### src/rtl/sparse_mac_pkg.sv
// Shared types and helpers for the sparse MAC row: controller states, default
// lane/column counts and the generic narrow-with-saturate-or-wrap arithmetic.
package sparse_mac_pkg;

    typedef enum logic [1:0] {
        ST_IDLE  = 2'd0,
        ST_EXEC  = 2'd1,
        ST_FLUSH = 2'd2,
        ST_DRAIN = 2'd3
    } state_e;

    localparam int DEF_NACT   = 2;
    localparam int DEF_COL    = 4;
    localparam int DEF_AIDX_W = $clog2(DEF_NACT);
    localparam int DEF_CIDX_W = $clog2(DEF_COL);

    // Wide operands are carried sign-extended to SAT_W; nw is the narrow width.
    localparam int SAT_W = 64;

    function automatic logic sat_overflow(input logic signed [SAT_W-1:0] v, input int nw);
        logic signed [SAT_W-1:0] hi;
        logic signed [SAT_W-1:0] lo;
        hi = (64'sd1 <<< (nw - 1)) - 64'sd1;
        lo = -hi - 64'sd1;
        return (v > hi) || (v < lo);
    endfunction

    function automatic logic signed [SAT_W-1:0] sat_narrow(input logic signed [SAT_W-1:0] v,
                                                           input int nw,
                                                           input logic sat_en);
        logic signed [SAT_W-1:0] hi;
        logic signed [SAT_W-1:0] lo;
        hi = (64'sd1 <<< (nw - 1)) - 64'sd1;
        lo = -hi - 64'sd1;
        if (!sat_en) begin
            return (v <<< (SAT_W - nw)) >>> (SAT_W - nw);
        end
        if (v > hi) begin
            return hi;
        end
        if (v < lo) begin
            return lo;
        end
        return v;
    endfunction

endpackage

### src/rtl/sparse_mac_lane.sv
// One tile of the sparse row: multiplies each non-zero weight slot by its selected
// activation lane and registers the products scattered into per-column partial sums.
module sparse_mac_lane
    import sparse_mac_pkg::*;
#(
    parameter int BW     = 4,
    parameter int DEPTH  = 4,
    parameter int NACT   = DEF_NACT,
    parameter int COL    = DEF_COL,
    parameter int AIDX_W = DEF_AIDX_W,
    parameter int CIDX_W = DEF_CIDX_W,
    parameter int LSUM_W = 2 * BW + $clog2(DEPTH + 1)
) (
    input  logic                      clk,
    input  logic [DEPTH*BW-1:0]       w_flat,
    input  logic [DEPTH*AIDX_W-1:0]   aidx_flat,
    input  logic [DEPTH*CIDX_W-1:0]   cidx_flat,
    input  logic [NACT*BW-1:0]        act_flat,
    output logic [COL*LSUM_W-1:0]     col_sum_flat
);

    logic signed [BW-1:0]     act_sel_p0 [DEPTH];
    logic signed [2*BW-1:0]   prod_p0    [DEPTH];
    logic signed [LSUM_W-1:0] col_sum_p1_d [COL];
    logic [COL-1:0][LSUM_W-1:0] col_sum_p1_q;

    always_comb begin
        for (int d = 0; d < DEPTH; d++) begin
            act_sel_p0[d] = '0;
            for (int n = 0; n < NACT; n++) begin
                if (aidx_flat[d*AIDX_W +: AIDX_W] == AIDX_W'(n)) begin
                    act_sel_p0[d] = act_flat[n*BW +: BW];
                end
            end
            prod_p0[d] = (2 * BW)'(act_sel_p0[d]) * (2 * BW)'(signed'(w_flat[d*BW +: BW]));
        end
    end

    always_comb begin
        for (int c = 0; c < COL; c++) begin
            col_sum_p1_d[c] = '0;
        end
        for (int d = 0; d < DEPTH; d++) begin
            for (int c = 0; c < COL; c++) begin
                if (cidx_flat[d*CIDX_W +: CIDX_W] == CIDX_W'(c)) begin
                    col_sum_p1_d[c] = col_sum_p1_d[c] + LSUM_W'(prod_p0[d]);
                end
            end
        end
    end

    // ---- stage 1 register: qualified by the valid flag held in the row controller
    always_ff @(posedge clk) begin
        for (int c = 0; c < COL; c++) begin
            col_sum_p1_q[c] <= col_sum_p1_d[c];
        end
    end

    assign col_sum_flat = col_sum_p1_q;

endmodule

### src/rtl/sparse_mac_row.sv
// Sparse weight-stationary MAC row: per-tile lanes feed a per-column accumulate with
// saturate/wrap, then the partial sums drain one column per valid/ready beat.
module sparse_mac_row
    import sparse_mac_pkg::*;
#(
    parameter int BW      = 4,
    parameter int PSUM_BW = 20,
    parameter int NTILE   = 2,
    parameter int DEPTH   = 4,
    parameter int NACT    = DEF_NACT,
    parameter int COL     = DEF_COL
) (
    input  logic                                clk,
    input  logic                                reset,
    input  logic                                cfg_sat,
    input  logic                                w_load,
    input  logic [NTILE*DEPTH*BW-1:0]           w_flat,
    input  logic [NTILE*DEPTH*$clog2(NACT)-1:0] w_aidx_flat,
    input  logic [NTILE*DEPTH*$clog2(COL)-1:0]  w_cidx_flat,
    input  logic                                psum_load,
    input  logic [COL*PSUM_BW-1:0]              in_psum_flat,
    input  logic                                start,
    input  logic                                act_valid,
    output logic                                act_ready,
    input  logic                                act_last,
    input  logic [NACT*BW-1:0]                  act_flat,
    output logic                                out_valid,
    input  logic                                out_ready,
    output logic [PSUM_BW-1:0]                  out_psum,
    output logic [$clog2(COL)-1:0]              out_col,
    output logic                                out_last,
    output logic                                sat_flag,
    output logic                                busy
);

    localparam int S      = NTILE * DEPTH;
    localparam int AIDX_W = $clog2(NACT);
    localparam int CIDX_W = $clog2(COL);
    localparam int LSUM_W = 2 * BW + $clog2(DEPTH + 1);
    localparam int WIDE_W = PSUM_BW + $clog2(S + 1);

    state_e                     state_q, state_d;
    logic [S-1:0][BW-1:0]       w_q, w_d;
    logic [S-1:0][AIDX_W-1:0]   aidx_q, aidx_d;
    logic [S-1:0][CIDX_W-1:0]   cidx_q, cidx_d;
    logic [COL-1:0][PSUM_BW-1:0] acc_q, acc_d;
    logic                       vld_p1_q, vld_p1_d;
    logic                       sat_mode_q, sat_mode_d;
    logic                       sat_flag_q, sat_flag_d;
    logic [CIDX_W-1:0]          out_col_q, out_col_d;

    logic [NTILE-1:0][COL*LSUM_W-1:0] lane_sum_p1;
    logic signed [WIDE_W-1:0]   col_wide_p1 [COL];
    logic [COL-1:0]             col_ovf_p1;
    logic                       act_fire;
    logic                       out_fire;

    // ---- stage 0 -> stage 1: per-tile products scattered into column sums
    for (genvar t = 0; t < NTILE; t++) begin : g_lane
        sparse_mac_lane #(
            .BW     (BW),
            .DEPTH  (DEPTH),
            .NACT   (NACT),
            .COL    (COL),
            .AIDX_W (AIDX_W),
            .CIDX_W (CIDX_W),
            .LSUM_W (LSUM_W)
        ) u_lane (
            .clk          (clk),
            .w_flat       (w_q[t*DEPTH +: DEPTH]),
            .aidx_flat    (aidx_q[t*DEPTH +: DEPTH]),
            .cidx_flat    (cidx_q[t*DEPTH +: DEPTH]),
            .act_flat     (act_flat),
            .col_sum_flat (lane_sum_p1[t])
        );
    end

    // ---- stage 1 -> stage 2: exact column sum against the live accumulator
    always_comb begin
        for (int c = 0; c < COL; c++) begin
            col_wide_p1[c] = WIDE_W'(signed'(acc_q[c]));
            for (int t = 0; t < NTILE; t++) begin
                col_wide_p1[c] = col_wide_p1[c]
                               + WIDE_W'(signed'(lane_sum_p1[t][c*LSUM_W +: LSUM_W]));
            end
            col_ovf_p1[c] = sat_overflow(SAT_W'(col_wide_p1[c]), PSUM_BW);
        end
    end

    assign act_ready = (state_q == ST_EXEC);
    assign act_fire  = act_valid && act_ready;
    assign out_valid = (state_q == ST_DRAIN);
    assign out_last  = out_valid && (out_col_q == CIDX_W'(COL - 1));
    assign out_fire  = out_valid && out_ready;
    assign out_col   = out_col_q;
    assign out_psum  = out_valid ? acc_q[out_col_q] : '0;
    assign sat_flag  = sat_flag_q;
    assign busy      = (state_q != ST_IDLE);

    always_comb begin
        state_d    = state_q;
        w_d        = w_q;
        aidx_d     = aidx_q;
        cidx_d     = cidx_q;
        acc_d      = acc_q;
        vld_p1_d   = act_fire;
        sat_mode_d = sat_mode_q;
        sat_flag_d = sat_flag_q;
        out_col_d  = out_col_q;

        case (state_q)
            ST_IDLE: begin
                if (w_load) begin
                    w_d    = w_flat;
                    aidx_d = w_aidx_flat;
                    cidx_d = w_cidx_flat;
                end
                if (psum_load) begin
                    acc_d = in_psum_flat;
                end
                if (start) begin
                    sat_mode_d = cfg_sat;
                    sat_flag_d = 1'b0;
                    state_d    = ST_EXEC;
                end
            end
            ST_EXEC: begin
                if (act_fire && act_last) begin
                    state_d = ST_FLUSH;
                end
            end
            ST_FLUSH: begin
                state_d = ST_DRAIN;
            end
            ST_DRAIN: begin
                if (out_fire) begin
                    if (out_last) begin
                        state_d   = ST_IDLE;
                        out_col_d = '0;
                        acc_d     = '0;
                    end else begin
                        out_col_d = out_col_q + CIDX_W'(1);
                    end
                end
            end
            default: begin
                state_d = ST_IDLE;
            end
        endcase

        // Stage 2 only runs in EXEC/FLUSH, so it never collides with preload or drain clear.
        if (vld_p1_q) begin
            for (int c = 0; c < COL; c++) begin
                acc_d[c] = PSUM_BW'(sat_narrow(SAT_W'(col_wide_p1[c]), PSUM_BW, sat_mode_q));
            end
            if (|col_ovf_p1) begin
                sat_flag_d = 1'b1;
            end
        end
    end

    always_ff @(posedge clk) begin
        if (reset) begin
            state_q    <= ST_IDLE;
            w_q        <= '0;
            aidx_q     <= '0;
            cidx_q     <= '0;
            acc_q      <= '0;
            vld_p1_q   <= 1'b0;
            sat_mode_q <= 1'b0;
            sat_flag_q <= 1'b0;
            out_col_q  <= '0;
        end else begin
            state_q    <= state_d;
            w_q        <= w_d;
            aidx_q     <= aidx_d;
            cidx_q     <= cidx_d;
            acc_q      <= acc_d;
            vld_p1_q   <= vld_p1_d;
            sat_mode_q <= sat_mode_d;
            sat_flag_q <= sat_flag_d;
            out_col_q  <= out_col_d;
        end
    end

endmodule

### config.mk
export PLATFORM = sky130hd
export DESIGN_NAME = sparse_mac_row
export DESIGN_NICKNAME = d
export VERILOG_FILES = /design/src/rtl/sparse_mac_pkg.sv /design/src/rtl/sparse_mac_lane.sv /design/src/rtl/sparse_mac_row.sv
export SDC_FILE = /design/constraint.sdc
export NUM_CORES = 2
export LEC_CHECK = 0
export BUFFER_PORTS_ARGS = -buffer_cell sky130_fd_sc_hd__buf_4
export CAP_MARGIN = 40
export CELL_PAD_IN_SITES_DETAIL_PLACEMENT = 0
export CELL_PAD_IN_SITES_GLOBAL_PLACEMENT = 1
export CORE_ASPECT_RATIO = 0.9
export CORE_MARGIN = 2
export CORE_UTILIZATION = 44
export CTS_CLUSTER_SIZE = 8
export DETAILED_ROUTE_END_ITERATION = 8
export PLACE_DENSITY = 0.78
export REMOVE_ABC_BUFFERS = 1
export SLEW_MARGIN = 15
export SYNTH_ARGS = -nofsm -noshare
export SYNTH_HDL_FRONTEND = slang
export SYNTH_HIERARCHICAL = 1
export SYNTH_SLANG_ARGS = --single-unit
### constraint.sdc
create_clock -name clk -period 6.8 [get_ports clk]
set_input_delay 0.34 -clock clk [delete_from_list [all_inputs] [get_ports clk]]
set_output_delay 0.34 -clock clk [all_outputs]
set_load 0.03 [all_outputs]
==> flow_metrics.tcl <==
set metrics [dict create \
    place_area_sq_um 37700 \
    vdd_ir_drop_max_uv 396 \
    timing.final.hold_violations 0 \
    clockBufferDepth 3 \
    path_max_fanout 4 \
    synth.most_common_cell "ha_1" \
    route.detailed.drc 0 \
    area_growth_pct 33.6 \
    fin_crit_sh 1.02 \
    yosysTopAreaCellShare 0.156 \
    clkSinkCount 231 \
    synthDistinctLibCells 104 \
    nNetsFinal 5287 \
    clk_pin_slew_ps 60 \
    via_count 30900 \
    setup_violations 15 \
    synth-compound-area-share 0.225 \
    postRouteAntennaNets 0 \
    status "finished, violations left" \
    synthFlopType "dfxtp_1" \
    finalSetupTns_ps -1010 \
    met3_usage 0.0350 \
    worstMarginPinSlew_ps 945 \
    synth-warning-count 6 \
    synthArstFlopShare 0 \
    synthCells 3848 \
    skew_ps 26.2 \
    path_buf_inv 6 \
    synthXorXnorAreaFrac 0.0797 \
    dpl.hpwl_um 82200 \
    path_delay_family "adder cells" \
    synth-edff-count 0 \
    grt_max_degree 93 \
    rsz0062_at_grt "yes" \
    synth-seq-cells 231 \
    ys_seq_area_frac 0.145 \
    leakage_nw 20.3 \
    avgRoutedWirePerCell_um 19.6 \
    final_area_sq_um 42600 \
    die_x_um 288 \
    cts_max_level 2 \
    crit_required_ps 7260 \
    fin_cells 5520 \
    die_h_um 260 \
    drt_iter0_markers 2155 \
    max_slew_margin 0.368 \
    die_area_sq_um 74700 \
    min_path_type "input pin to flip-flop" \
    wl_um 108000 \
    cts_tree "done" \
    fin_util 0.595 \
    synth-simple-area-share 0.186 \
    violations "setup timing" \
    start_util 0.445 \
    cp-end-kind "flip-flop" \
    antenna_found_initial 1 \
    dp.cells 5343 \
    arrival_ps 7400 \
    grt_overflow 0 \
    cts_root_buffer "clkbuf_16" \
    drive_above_1_share 0.305 \
    fin_ws_ps -144 \
    max_freq_mhz 144 \
    avgViaCountPerCell 5.60 \
    drt_first_pass_iters 5 \
    portBuffers 179 \
    synth-adder-area-share 0.270 \
    synth_top_family_by_area "adder cells" \
    powerDensity_nw_per_um2 505 \
    syn_area_sq_um 31900 \
    grt_pass1_wl_um 164000 \
    met2_usage 0.452 \
    drv_slew 0 \
    synth_largest_area_cell "ha_1" \
    clk_latency_ps 580 \
    grtUsageTotal 0.278 \
    drv_cap 0 \
    syn-mean-instance-area_sq_um 8.29 \
    core_area_sq_um 71700 \
    holdWs_ps 8.89 \
    critPathLaunchType "flip-flop" \
    r2r_slack_ps -140 \
    period_minus_slack_ps 6940 \
    numCtsBuffers 37 \
    yosys-mux-area-fraction 0.0519 \
    busiest_layer "met2" \
    ioPinCount 180 \
    critPathMaxStageDelay_ps 530 \
    place.gp.congestion 0.947 \
    row_count 93 \
    grt_pass1_vias 29900 \
    use_met1 0.383 \
    yosys-top-cells-area "ha_1 (16%), dfxtp_1 (14%), fa_1 (11%), xnor2_1 (4.9%), a21oi_1 (4.7%)" \
    yosys-top-cells-count "ha_1 (398), nand2_1 (382), a21oi_1 (298)" \
    path_class "flip-flop to flip-flop" \
    cp_slowest_cell "fa_2" \
]
layer usage:
| layer | vias to the layer above | wire length, um |
|---|---|---|
| met1 | 14700 | 49000 |
| met4 | 0 | 3780 |
| met2 | 822 | 49400 |
| met5 | - | 0 |
| li1 | 15200 | - |
| met3 | 172 | 5830 |
cell type report:
cell class / instances / area, sq um
diodes: 1 / 2.50
inverters: 216 / 811
clock buffers: 46 / 1010
clock inverters: 6 / 83.8
repair buffers: 802 / 6320
fillers: 6334 / 29100
multi-input cells: 3268 / 28600
well taps: 950 / 1190
flip-flops and latches: 231 / 4640
power by group:
group          internal (mW)  total, mW  switching, mW
Clock                   1.04       1.79          0.749
Combinational           8.31       17.4           9.10
Sequential              1.78       2.31          0.532
path summary, 6_finish.rpt:
path	from	end	cells after the start
setup / recovery	aidx_q[1]	g_lane[0].u_lane/col_sum_flat[31]	32
hold / removal	reset	cidx_q[4]	2
setup reg to reg	aidx_q[1]	g_lane[0].u_lane/col_sum_flat[31]	32
hold reg to reg	w_q[11]	w_q[11]	2
cell usage in the layout (no fill, tap or decap), types with 37 or more instances in the layout:
master and count:
o21a_1 42, mux2_2 53, nand3_1 55, a211oi_1 53, clkbuf_16 37, and2_1 63, a21o_1 99, nor2_1 257
ha_4 64, a21oi_1 246, mux2i_1 38, nand2b_1 58, nor2b_1 127, dfxtp_1 226, nor3_1 53, o21ai_0 131
inv_1 209, a22o_1 45, xor2_1 74, a21oi_2 50, ha_1 320, buf_4 743, fa_1 176, nand2_1 367
xnor2_1 164
state kept, by name (all words and copies together), names as in the netlist:
signal                      count
g_lane.u_lane/col_sum_flat     88
acc_q                          80
w_q                            32
cidx_q                         16
aidx_q                          8
out_col                         2
state_q                         2
sat_flag                        1
sat_mode_q                      1
vld_p1_q                        1
cell families after synthesis:
group                    Yosys count
AND/OR/NAND/NOR                 1217
AO/OA/AOI/OAI                   1071
buffers and inverters            349
flip-flops                       231
multiplexers                     132
XOR/XNOR                         268
adder cells (fa/ha/maj)          580
per-stage QoR:
step	worst slack, ps	power, mW
floorplan	-320	11.9
finish	-144	21.5
CTS	-46.6	19.7
global placement	-636	16.8
global route	-406	23.3
detailed placement	-695	17.1
what timing repair did:
| item | 4_1_cts | 5_1_grt |
|---|---|---|
| resized for setup | 195 | 331 |
| setup endpoints to repair | 36 | 39 |
| hold buffers | 17 | 0 |
| hold endpoints to repair | 17 | 0 |
| buffers inserted | 39 | 67 |
| pin swaps | 90 | 165 |
Power figures use the tool's default switching activity.
